### src/rtl/contador_bcd_nd_pkg.sv
// contador_pkg: shared BCD digit type and constants
// for the N-digit up/down BCD counter.
package contador_pkg;

  localparam int BCD_MAX = 9;
  localparam int BCD_W   = 4;

  typedef logic [BCD_W-1:0] bcd_t;

  function automatic bcd_t bcd_clamp(input bcd_t d);
    return (d > bcd_t'(BCD_MAX)) ? bcd_t'(BCD_MAX) : d;
  endfunction

endpackage

### src/rtl/contador_bcd_nd_digito.sv
// digito_bcd: one registered BCD digit with ripple carry/borrow.
// Load path present only with CONTADOR_BCD_LOAD_EN.
module digito_bcd
  import contador_pkg::*;
(
  input  logic i_Clk,
  input  logic i_Rst,
  input  logic i_Inc,
  input  logic i_Dec,
  input  logic i_Load,
  input  bcd_t i_Dato,
  output bcd_t o_Dig,
  output logic o_Carry,
  output logic o_Borrow
);

  bcd_t dig_q;
  bcd_t dig_d;

  assign o_Carry  = i_Inc & (dig_q == bcd_t'(BCD_MAX));
  assign o_Borrow = i_Dec & (dig_q == '0);
  assign o_Dig    = dig_q;

`ifdef CONTADOR_BCD_LOAD_EN
  always_comb begin
    dig_d = dig_q;
    unique case (1'b1)
      i_Load:  dig_d = bcd_clamp(i_Dato);
      i_Inc:   dig_d = o_Carry ? '0 : dig_q + 1'b1;
      i_Dec:   dig_d = o_Borrow ? bcd_t'(BCD_MAX)
                                : dig_q - 1'b1;
      default: dig_d = dig_q;
    endcase
  end
`else
  logic unused_ld;
  assign unused_ld = i_Load ^ (^i_Dato);

  always_comb begin
    dig_d = dig_q;
    unique case (1'b1)
      i_Inc:   dig_d = o_Carry ? '0 : dig_q + 1'b1;
      i_Dec:   dig_d = o_Borrow ? bcd_t'(BCD_MAX)
                                : dig_q - 1'b1;
      default: dig_d = dig_q;
    endcase
  end
`endif

  always_ff @(posedge i_Clk or negedge i_Rst) begin
    if (!i_Rst) dig_q <= '0;
    else        dig_q <= dig_d;
  end

endmodule

### src/rtl/contador_bcd_nd.sv
// contador_bcd_nd: N_DIG-digit BCD up/down counter, wrap or saturate.
// Define CONTADOR_BCD_LOAD_EN to add the i_Load/i_Dato parallel load.
module contador_bcd_nd
  import contador_pkg::*;
#(
  parameter int N_DIG = 4,
  parameter int WRAP  = 1
) (
  input  logic                   i_Clk,
  input  logic                   i_Rst,
  input  logic                   i_En,
  input  logic                   i_Inc,
  input  logic                   i_Dec,
`ifdef CONTADOR_BCD_LOAD_EN
  input  logic                   i_Load,
  input  logic [BCD_W*N_DIG-1:0] i_Dato,
`endif
  output logic [BCD_W*N_DIG-1:0] o_Cta,
  output logic                   o_Tc
);

  logic [N_DIG:0]   carry;
  logic [N_DIG:0]   borrow;
  logic [N_DIG-1:0] dig_max;
  logic [N_DIG-1:0] dig_min;
  logic             ld;
  logic [BCD_W*N_DIG-1:0] dato;
  logic             req_inc;
  logic             req_dec;
  logic             at_max;
  logic             at_min;
  logic             sat;
  logic             tc_d;
  logic             tc_q;

`ifdef CONTADOR_BCD_LOAD_EN
  assign ld   = i_Load;
  assign dato = i_Dato;
`else
  assign ld   = 1'b0;
  assign dato = '0;
`endif

  // load wins over everything; inc+dec together is a hold
  assign req_inc = ~ld & i_En & i_Inc & ~i_Dec;
  assign req_dec = ~ld & i_En & i_Dec & ~i_Inc;

  assign at_max = &dig_max;
  assign at_min = &dig_min;
  assign sat    = (WRAP == 0);

  assign carry[0]  = req_inc & ~(sat & at_max);
  assign borrow[0] = req_dec & ~(sat & at_min);

  assign tc_d = (req_inc & at_max) | (req_dec & at_min);

  for (genvar g = 0; g < N_DIG; g++) begin : g_dig
    digito_bcd u_dig (
      .i_Clk    (i_Clk),
      .i_Rst    (i_Rst),
      .i_Inc    (carry[g]),
      .i_Dec    (borrow[g]),
      .i_Load   (ld),
      .i_Dato   (dato[g*BCD_W +: BCD_W]),
      .o_Dig    (o_Cta[g*BCD_W +: BCD_W]),
      .o_Carry  (carry[g+1]),
      .o_Borrow (borrow[g+1])
    );

    assign dig_max[g] =
      (o_Cta[g*BCD_W +: BCD_W] == bcd_t'(BCD_MAX));
    assign dig_min[g] =
      (o_Cta[g*BCD_W +: BCD_W] == '0);
  end

  logic unused_top;
  assign unused_top = carry[N_DIG] ^ borrow[N_DIG];

  always_ff @(posedge i_Clk or negedge i_Rst) begin
    if (!i_Rst) tc_q <= 1'b0;
    else        tc_q <= tc_d;
  end

  assign o_Tc = tc_q;

endmodule

### config.mk
export PLATFORM = sky130hd
export DESIGN_NAME = contador_bcd_nd
export DESIGN_NICKNAME = d
export VERILOG_FILES = /design/src/rtl/contador_bcd_nd_pkg.sv /design/src/rtl/contador_bcd_nd_digito.sv /design/src/rtl/contador_bcd_nd.sv
export SDC_FILE = /design/constraint.sdc
export NUM_CORES = 1
export LEC_CHECK = 0
export ABC_AREA = 0
export BUFFER_PORTS_ARGS = -buffer_cell sky130_fd_sc_hd__buf_2
export CORE_UTILIZATION = 60
export DETAILED_ROUTE_END_ITERATION = 7
export PLACE_DENSITY = 0.83
export SYNTH_ARGS = -nofsm -noshare
export SYNTH_HDL_FRONTEND = slang
export SYNTH_SLANG_ARGS = --single-unit
### constraint.sdc
create_clock -name i_Clk -period 3.35 [get_ports i_Clk]
set_input_delay 0.1675 -clock i_Clk [delete_from_list [all_inputs] [get_ports i_Clk]]
set_output_delay 0.1675 -clock i_Clk [all_outputs]
set_load 0.01 [all_outputs]
==> results of run 1 <==
## sequential cells by signal (all words and copies together), names as in the netlist
register	flops
o_Tc	1
g_dig.u_dig.o_Dig	16
## tightest hold or removal path: cells and delay by family
family / cells / cell delay, ns
buffers and inverters: 1 / 0.14
and+or+nand+nor: 1 / 0.11
AOI/OAI and AO/OA: 1 / 0.08
## repair_timing
| action | CTS | global route |
|---|---|---|
| gates resized for setup | 0 | 0 |
| hold buffers | 1 | 0 |
| endpoints found under the hold margin | 17 | 0 |
## cells in the final DEF (no fill, tap or decap), types with 3 or more instances in the layout
master	Yosys	layout
nand3b_1	3	3
nor2_1	9	9
nand2_1	9	9
clkbuf_4	0	3
ha_1	16	16
xor2_1	3	3
and3_1	3	3
o211ai_1	3	3
inv_1	12	12
buf_2	0	21
nand4_1	3	3
o21bai_1	4	4
nand3_1	10	10
a21oi_1	8	8
a31oi_1	4	4
o21ai_1	3	3
dfrtp_1	17	17
o21ai_0	4	4
## per-layer routing
layer	part of all wire	track usage
met5	0	0
met1	0.44	0.389
met4	0.012	0.0833
met2	0.49	0.481
met3	0.060	0.0261
## area by class of cell
| type | count | area [um2] |
|---|---|---|
| inverters | 12 | 45.0 |
| well taps | 28 | 35.0 |
| fillers | 175 | 619 |
| clock inverters | 1 | 5.00 |
| flip-flops and latches | 17 | 425 |
| repair buffers | 22 | 115 |
| multi-input cells | 135 | 1050 |
| clock buffers | 3 | 22.5 |
## cells in the mapped netlist (2+ instances only)
master,count
nand3b_1,3
nor3_1,2
o21bai_1,4
o21ai_0,4
and3_1,3
and3b_1,2
or3_1,2
a21oi_1,8
ha_1,16
nand2b_1,2
xor2_1,3
nand3b_2,2
o211ai_1,3
dfrtp_1,17
or3b_1,2
a31oi_1,4
a311oi_1,2
a22o_1,2
nand3_1,10
nand2_1,9
and2_1,2
nor2_1,9
nor4_2,2
inv_1,12
a221o_1,2
nand4_1,3
nor3b_2,2
o21ai_1,3
## power breakdown
part	internal, mW	switching (mW)
registers	0.272	0.143
clock network	0.0444	0.0711
logic	0.284	0.327
## how the worst min path moves through the flow
stage          startpoint                             endpoint  slack (ns)  depth (start not counted)
6_report             i_En  g_dig[0].u_dig.o_Dig[1]$_DFFE_PN0P_        0.24                          3
5_1_grt              i_En  g_dig[0].u_dig.o_Dig[1]$_DFFE_PN0P_        0.23                          3
4_1_cts              i_En  g_dig[0].u_dig.o_Dig[1]$_DFFE_PN0P_        0.23                          3
3_5_place_dp        i_Rst  g_dig[1].u_dig.o_Dig[3]$_DFFE_PN0P_        0.12                          1
3_3_place_gp        i_Rst  g_dig[1].u_dig.o_Dig[3]$_DFFE_PN0P_        0.11                          1
2_1_floorplan       i_Rst  g_dig[0].u_dig.o_Dig[0]$_DFFE_PN0P_       -0.13                          0
## kinds of logic after synthesis
logic type | count (synthesis)
and+or+nand+nor | 70
AOI/OAI and AO/OA | 44
DFF | 17
adders and majority gates | 16
buffers and inverters | 14
xor gates and xnor gates | 4
muxes | 1
==> impl_metrics.ini, run 1 <==
[cts]
cts_buffers = 3
clk_latency_ns = 0.29
cts_tree = done
postCtsSetupRepairBufs = 0
clk_pin_slew_ns = 0.11
cts.sinks = 17
cts-htree-levels = 1
clock_path_buffers = 2
clk_root_buffer_cell = clkbuf_4

[worst_setup_path]
required_ns = 3.54
cp_data_arrival_time_ns = 2.23
slowest_delay_ns = 0.49
r2r_cells = 6
worstReg2RegStart = g_dig[1].u_dig.o_Dig[0]$_DFFE_PN0P_
worst_path_max_delay_cell = dfrtp_1
crit_cells = 6
worstPathCellList = inv_1 > ha_1 > or3b_1 > nor3_4 > a211oi_1 > a221o_1
crit_start = g_dig[1].u_dig.o_Dig[0]$_DFFE_PN0P_
crit_buf_inv = 1
reg2reg_slack_ns = 1.31
critPathMaxFanout = 9
r2r_end = g_dig[2].u_dig.o_Dig[2]$_DFFE_PN0P_
critical_path.top_delay_family = simple AND/OR/NAND/NOR gates
critPathCapture = g_dig[2].u_dig.o_Dig[2]$_DFFE_PN0P_
endpoint_kind = flip-flop
critPathKind = reg2reg
worstSetupStartpointType = flip-flop

[logic_synthesis]
synth_edf_count = 0
yosysTopAreaCellShare = 0.278
synth_area_leader_cell = dfrtp_1
syn_inst = 166
synth_top_family_by_area = simple AND/OR/NAND/NOR gates
synthXorXnorAreaFrac = 0.0229
yosys.area_share.adder = 0.131
syn_area_mm2 = 0.00153
synth_compound_area_frac = 0.202
ys_seq_area_frac = 0.278
synth.area.top_cells = dfrtp_1 28%, ha_1 13%, nand3_1 3.3%, inv_1 2.9%, a21oi_1 2.6%
syn_avg_cell_area_um2 = 9.23
synth_fp_nets = 187
synth_cell_types = 59
async_flop_share = 1.00
yosys.area_share.simple = 0.323
synthMuxAreaShare = 0.00735
yosysWarnings = 0
yosys_register_bits = 17
synth_flop_cell = dfrtp_1

[power_and_ir_drop]
leakage_nw = 0.807
pwr_density_cell_mw_per_mm2 = 672
vdd_ir_drop_max_mv = 0.520
p_total_mw = 1.14

[die]
die_h_um = 52.5
start_util = 0.661
io_pins = 22
rows = 17
die_area_mm2 = 0.00276
core_area_mm2 = 0.00232
die_w_um = 52.5

[layout]
drive_gt1_frac = 0.226
fin_nets = 212
finalNonFillerCells = 218
final_area_mm2 = 0.00170
utilization = 0.733
antenna_cells = 0
area_growth_pct = 10.9

[place]
dpl_worst_slack_ns = 1.34
placed_cell_area_mm2 = 0.00166
port_buffers = 21
place_congestion = 0.969
placedCellCount = 213
dp_hpwl_um = 2560

[global_routing]
grt_max_degree = 18
grt-ovfl-total = 0
grt_pass1_wl_um = 5820
grt_pass1_vias = 1262
antenna_found_initial = 0
grtUsageTotal = 0.287

[flow_run]
cap_violations = 0

[sta]
drv_slew = 0
fmax_mhz = 490
setup_ws_ns = 1.31
setup_tns_ns = 0
max_slew.worst_pin.slew_ns = 0.403
period_needed_ns = 2.04
slew_headroom = 0.729
hold_violations = 0
fin_crit_sh = 0.610
setup_viol = 0
holdWs_ns = 0.244
rsz0062_at_grt = false
fin_skew_ns = 0.00255

[route]
drt_iter0_drc = 51
via_per_inst = 6.36
dr.pass1.iters = 6
wl_per_cell_um = 15.7
vias = 1387
ant_nets = 0
drc = 0
wl_um = 3420

[status]
status = completed

[min_path]
hold_path.class = in2reg
No activity file was read; power rests on OpenSTA's default activity.
==> run 2: changes to the inputs <==
ABC_AREA = 1   (was 0)
CORE_UTILIZATION = 57   (was 60)
PLACE_DENSITY = 0.8   (was 0.83)
clock period = 1.9 ns   (was 3.35 ns; I/O delays follow)
==> run 2 against run 1 <==
Routed wire length down 8.6%. Sequential power is 63% higher. First-iteration DRC count decreased by 5.9%. Via count decreased by 3.3%. Register-to-register slack got worse by 1.2 ns. Synthesized area fell by 3.8%. Die area is 1.2% higher. Final cell count increased by 14%. Global-route usage decreased by 3.5 points. Critical path type unchanged. Largest cell class unchanged.
==> impl_metrics.ini, run 2 <==
[worst_setup_path]
cp_data_arrival_time_ns = 1.96
critPathKind = reg2reg
worstPathCellList = inv_2 > ha_1 > nand3_2 > nor2_4 > nand3_2 > nand2_2 > nand2_1 > nor2_1 > nor2_1
critPathMaxFanout = 7
worstSetupStartpointType = flip-flop
slowest_delay_ns = 0.46
endpoint_kind = flip-flop
worst_path_max_delay_cell = dfrtp_1
required_ns = 2.10

[min_path]
hold_path.class = in2async

[global_routing]
grt_pass1_wl_um = 5200
grt_max_degree = 18
grt_pass1_vias = 1181
grt-ovfl-total = 0
antenna_found_initial = 0
grtUsageTotal = 0.252

[route]
wl_um = 3120
dr.pass1.iters = 4
wl_per_cell_um = 12.6
ant_nets = 0
vias = 1341
drt_iter0_drc = 48
via_per_inst = 5.41
drc = 0

[layout]
drive_gt1_frac = 0.239
area_growth_pct = 13.8
fin_nets = 240
layout.cells.most_common = nand3_1
layout_common_cells = 28 x nand3_1, 25 x nand2_1, 22 x inv_1, 21 x buf_2
antenna_cells = 0
finalNonFillerCells = 248
fillers = 210
largest_register_ffs = 16

[die]
start_util = 0.600
core_area_mm2 = 0.00245
rows = 18
die_w_um = 52.9
die_area_mm2 = 0.00279
io_pins = 22
die_h_um = 52.9

[sta]
fin_skew_ns = 0.00204
max_slew.worst_pin.slew_ns = 0.447
setup_viol = 0
slew_headroom = 0.702
hold_violations = 0
setup_ws_ns = 0.138
period_needed_ns = 1.76
fin_crit_sh = 0.927
fmax_mhz = 568
drv_slew = 0

[logic_synthesis]
synth_most_common_cell = nand3_1
yosysTopAreaCellShare = 0.289
ys_seq_area_frac = 0.289
synth_area_leader_cell = dfrtp_1
async_flop_share = 1.00
syn_area_mm2 = 0.00147
yosysWarnings = 0
synth_flop_cell = dfrtp_1
synth.area.top_cells = dfrtp_1 29%, ha_1 14%, nand3_1 9.5%, nand2_1 6.4%, inv_1 6.1%
yosys_register_bits = 17
syn_avg_cell_area_um2 = 7.76
synth_common_cells = 28 x nand3_1, 25 x nand2_1, 24 x inv_1
syn_inst = 190
synth_fp_nets = 211
synth_edf_count = 0
synth_cell_types = 29

[power_and_ir_drop]
pwr_density_cell_mw_per_mm2 = 1140
leakage_nw = 0.918
vdd_ir_drop_max_mv = 0.865

[cts]
cts_tree = done
cts_buffers = 3
clock_path_buffers = 2
clk_pin_slew_ns = 0.11
cts-htree-levels = 1
clk_root_buffer_cell = clkbuf_4
clk_latency_ns = 0.30
cts.sinks = 17

[place]
place_congestion = 0.895
dpl_worst_slack_ns = 0.189
dp_hpwl_um = 2350
port_buffers = 21
placedCellCount = 240

[flow_run]
cap_violations = 0

[status]
status = completed
-- run 2: cell types whose count changed in the layout (fill, tap and decap cells not counted), moves of 4 or more --
cell      previous run  this run
xor2_1               3        10
o21bai_1             4         0
inv_2                0         8
buf_4                0         5
nor2_1               9        17
nand3_1             10        28
inv_1               12        22
nand2_1              9        25
-- run 2: final cells by class --
cell class,instances,area (um2),area share
clock inverters,1,5.00,0.00299
flip-flops and latches,17,425,0.254
inverters,30,113,0.0672
repair buffers,27,153,0.0910
clock buffers,3,22.5,0.0134
well taps,30,37.5,0.0224
multi-input cells,140,921,0.549
-- run 2: critical path, delay by kind of cell, from the launching register on --
| family | cells | cell delay, ns |
|---|---|---|
| adders and majority gates | 1 | 0.18 |
| and+or+nand+nor | 7 | 0.91 |
| buffers and inverters | 1 | 0.12 |
| DFF | 1 | 0.46 |
-- run 2: through the flow --
| step | hold WS, ns | instance area, um2 | setup TNS (ns) | power [mW] | utilization |
|---|---|---|---|---|---|
| finish | 0.236 | 1680 | 0 | 1.92 | 0.683 |
| global route | 0.276 | 1680 | -0.0208 | 2.10 | 0.683 |
| CTS | 0.247 | 1650 | 0 | 1.90 | 0.672 |
| detailed placement | 0.0413 | 1610 | 0 | 1.68 | 0.656 |
| global placement | 0.0396 | 1610 | 0 | 1.66 | 0.656 |
| floorplan | -0.201 | 1470 | 0 | 1.41 | - |
-- run 2: path summary, 6_finish.rpt --
check / start / depth (start not counted) / slack [ns] / end
min in group i_Clk: i_En / 5 / 0.31 / g_dig[1].u_dig.o_Dig[1]$_DFFE_PN0P_
worst max register to register: g_dig[0].u_dig.o_Dig[0]$_DFFE_PN0P_ / 9 / 0.14 / g_dig[3].u_dig.o_Dig[1]$_DFFE_PN0P_
worst min-delay path: i_Rst / 2 / 0.24 / g_dig[0].u_dig.o_Dig[2]$_DFFE_PN0P_
max in group asynchronous: i_Rst / 2 / 1.38 / g_dig[3].u_dig.o_Dig[0]$_DFFE_PN0P_
worst max-delay path: g_dig[0].u_dig.o_Dig[0]$_DFFE_PN0P_ / 9 / 0.14 / g_dig[3].u_dig.o_Dig[1]$_DFFE_PN0P_
worst min register to register: g_dig[2].u_dig.o_Dig[1]$_DFFE_PN0P_ / 2 / 0.63 / g_dig[2].u_dig.o_Dig[1]$_DFFE_PN0P_
-- run 2: layer usage --
metal / vias to the layer above / GRT usage / routed length, um
li1: 681 / - / -
met1: 619 / 0.375 / 1570
met2: 37 / 0.382 / 1390
met3: 4 / 0.0345 / 138
met4: 0 / 0.0570 / 21
met5: - / 0 / 0
-- run 2: report_power, final --
group          internal, mW  switching (mW)
clock                0.0785           0.131
combinational         0.413           0.618
sequential            0.474           0.204
total                 0.965           0.953
-- run 2: cells by family after synthesis --
kind of cell    after synthesis  synth area share
simple gates                 90             0.324
buf+inv                      33            0.0900
compound gates               23            0.0959
flops                        17             0.289
fa+ha+maj                    16             0.136
xor+xnor                     11            0.0654
-- run 2: repair_timing --
action,in CTS,in global routing
hold endpoints to repair,17,0
gates resized for setup,0,3
hold buffers,1,0
buffers inserted,0,3
endpoints found under the setup margin,0,1
==> run 3: changes to the inputs <==
PLACE_DENSITY = 0.79   (was 0.8)
SYNTH_HIERARCHICAL = 1   (was not set)
==> run 3 against run 2 <==
The run now ends with setup timing left. Sequential cell count stayed put. Synthesized area is 8.6% higher. Final area is 17% higher. Critical endpoint is now g_dig[3].u_dig/o_Dig[1]$_DFFE_PN0P_. Largest power group unchanged. Highest routed layer unchanged.
==> impl_metrics.ini, run 3 <==
[worst_setup_path]
reg2reg_slack_ns = -0.06
critPathKind = reg2reg
crit_buf_inv = 5
cp_data_arrival_time_ns = 2.16
critPathMaxFanout = 5
worstPathCellList = inv_2 > buf_6 > ha_4 > nand4_1 > inv_2 > nand4_1 > inv_2 > nand4_1 > inv_2 > nand4_1 > nand2_1 > nand2_2 > nand3_2 > nand2_1
worstReg2RegStart = g_dig[0].u_dig/o_Dig[1]$_DFFE_PN0P_
slowest_delay_ns = 0.42
endpoint_kind = flip-flop
worst_path_max_delay_cell = dfrtp_2
worstSetupStartpointType = flip-flop
required_ns = 2.10
critical_path.top_delay_family = simple AND/OR/NAND/NOR gates
r2r_end = g_dig[3].u_dig/o_Dig[1]$_DFFE_PN0P_
r2r_cells = 14

[cts]
clk_latency_ns = 0.30
clk_pin_slew_ns = 0.11
cts.sinks = 17
cts_tree = done
clk_root_buffer_cell = clkbuf_4
cts_buffers = 3
cts-htree-levels = 1
clock_path_buffers = 2

[die]
rows = 18
die_w_um = 55.0
io_pins = 22
die_h_um = 55.0
start_util = 0.623
core_area_mm2 = 0.00257
die_area_mm2 = 0.00302

[status]
status = finished with violations
violations = setup timing

[layout]
utilization = 0.765
area_growth_pct = 22.8
drive_gt1_frac = 0.274
antenna_cells = 0
fin_nets = 314
finalNonFillerCells = 322
layout.cells.most_common = nand2_1
layout_common_cells = 82 x nand2_1, 26 x inv_1, 25 x buf_4, 23 x nor2_1, 21 x buf_2
largest_register_ffs = 16

[sta]
fmax_mhz = 511
setup_viol = 4
rsz0062_at_grt = true
max_slew.worst_pin.slew_ns = 0.402
period_needed_ns = 1.96
fin_crit_sh = 1.03
hold_violations = 0
fin_skew_ns = 0.00827
setup_ws_ns = -0.0565
slew_headroom = 0.732
drv_slew = 0

[route]
via_per_inst = 5.04
vias = 1623
dr.pass1.iters = 4
drc = 0
wl_per_cell_um = 11.2
wl_um = 3620
ant_nets = 0
drt_iter0_drc = 52

[place]
port_buffers = 21
place_congestion = 0.922
placedCellCount = 313
dp_hpwl_um = 2670

[global_routing]
grt_max_degree = 18
antenna_found_initial = 0
grt-ovfl-total = 0
grt_pass1_vias = 1473
grt_pass1_wl_um = 6090
grtUsageTotal = 0.278

[logic_synthesis]
syn_avg_cell_area_um2 = 6.56
yosysWarnings = 6
syn_area_mm2 = 0.00160
synth_fp_nets = 265
syn_inst = 244

[min_path]
worstHoldPathCells = 4
hold-path-endpoint = o_Tc$_DFF_PN0_
hp-start = i_Dec
hold_path.class = in2reg

[power_and_ir_drop]
leakage_nw = 1.17
pwr_density_cell_mw_per_mm2 = 1050
vdd_ir_drop_max_mv = 0.865

[flow_run]
cap_violations = 0
==> run 3: cell types whose count changed in the layout (fill, tap and decap cells not counted), sizes merged, moves of 2 or more <==
cell / before / now
o211ai: 6 / 4
o22ai: 2 / 0
xor2: 10 / 8
inv: 30 / 38
nand4: 6 / 9
nand3: 32 / 17
a31oi: 2 / 0
nor3: 1 / 4
nor2: 22 / 25
buf: 26 / 47
o21ai: 6 / 8
nand2: 29 / 89
==> run 3: worst min-delay path, delay by kind of cell <==
family | cells | cell delay [ns]
buffers and inverters | 1 | 0.09
and+or+nand+nor | 2 | 0.14
AOI/OAI and AO/OA | 1 | 0.08
==> run 3: where the power goes <==
group	total, mW	leakage (nW)	internal (mW)	switching (mW)
Combinational	1.23	0.939	0.557	0.673
Clock	0.201	0.0177	0.0784	0.122
Sequential	0.633	0.213	0.469	0.164
Total	2.06	1.17	1.10	0.959
==> run 3: layout make-up <==
cell class	instances	area, um2
multi-input combinational	185	1010
fill	207	603
sequential	17	428
timing repair buffer	48	314
inverter	38	143
tap	30	37.5
clock buffer	3	22.5
clock inverter	1	5.00
==> run 3: timing repair <==
| item | in CTS | in global routing |
|---|---|---|
| hold buffers | 1 | 0 |
| hold endpoints to repair | 17 | 0 |
| pin swaps | 3 | 4 |
| cloned | 0 | 0 |
| setup buffers | 2 | 3 |
| setup endpoints to repair | 3 | 8 |
| gates resized for setup | 4 | 8 |
==> run 3: per-layer routing <==
metal  vias to the layer above  track usage  share of wire
met2                        36        0.464           0.48
met3                         2       0.0328          0.031
met5                         -            0              0
met4                         0        0.100         0.0017
li1                        855            -              -
met1                       730        0.367           0.49
==> run 3: through the flow <==
step / instance area [um2] / power (mW) / worst slack, ns / hold slack [ns] / TNS [ns]
floorplan: 1600 / 1.37 / -0.227 / -0.201 / -0.762
global placement: 1870 / 1.74 / 0.0445 / 0.0484 / 0
detailed placement: 1870 / 1.76 / 0.0156 / 0.0456 / 0
CTS: 1930 / 2.01 / -0.00417 / 0.117 / -0.00417
global route: 1960 / 2.27 / -0.197 / 0.151 / -0.779
finish: 1960 / 2.06 / -0.0565 / 0.135 / -0.174
==> run 3: worst max-delay path by stage <==
| stage | from | endpoint | depth (start not counted) |
|---|---|---|---|
| global placement | g_dig[0].u_dig/o_Dig[1]$_DFFE_PN0P_ | g_dig[3].u_dig/o_Dig[3]$_DFFE_PN0P_ | 14 |
| detailed placement | g_dig[0].u_dig/o_Dig[1]$_DFFE_PN0P_ | g_dig[3].u_dig/o_Dig[3]$_DFFE_PN0P_ | 14 |
| finish | g_dig[0].u_dig/o_Dig[1]$_DFFE_PN0P_ | g_dig[3].u_dig/o_Dig[1]$_DFFE_PN0P_ | 14 |
| CTS | g_dig[0].u_dig/o_Dig[1]$_DFFE_PN0P_ | g_dig[3].u_dig/o_Dig[3]$_DFFE_PN0P_ | 14 |
| global route | g_dig[0].u_dig/o_Dig[1]$_DFFE_PN0P_ | g_dig[3].u_dig/o_Dig[3]$_DFFE_PN0P_ | 14 |
| floorplan | g_dig[0].u_dig/o_Dig[0]$_DFFE_PN0P_ | g_dig[3].u_dig/o_Dig[3]$_DFFE_PN0P_ | 13 |
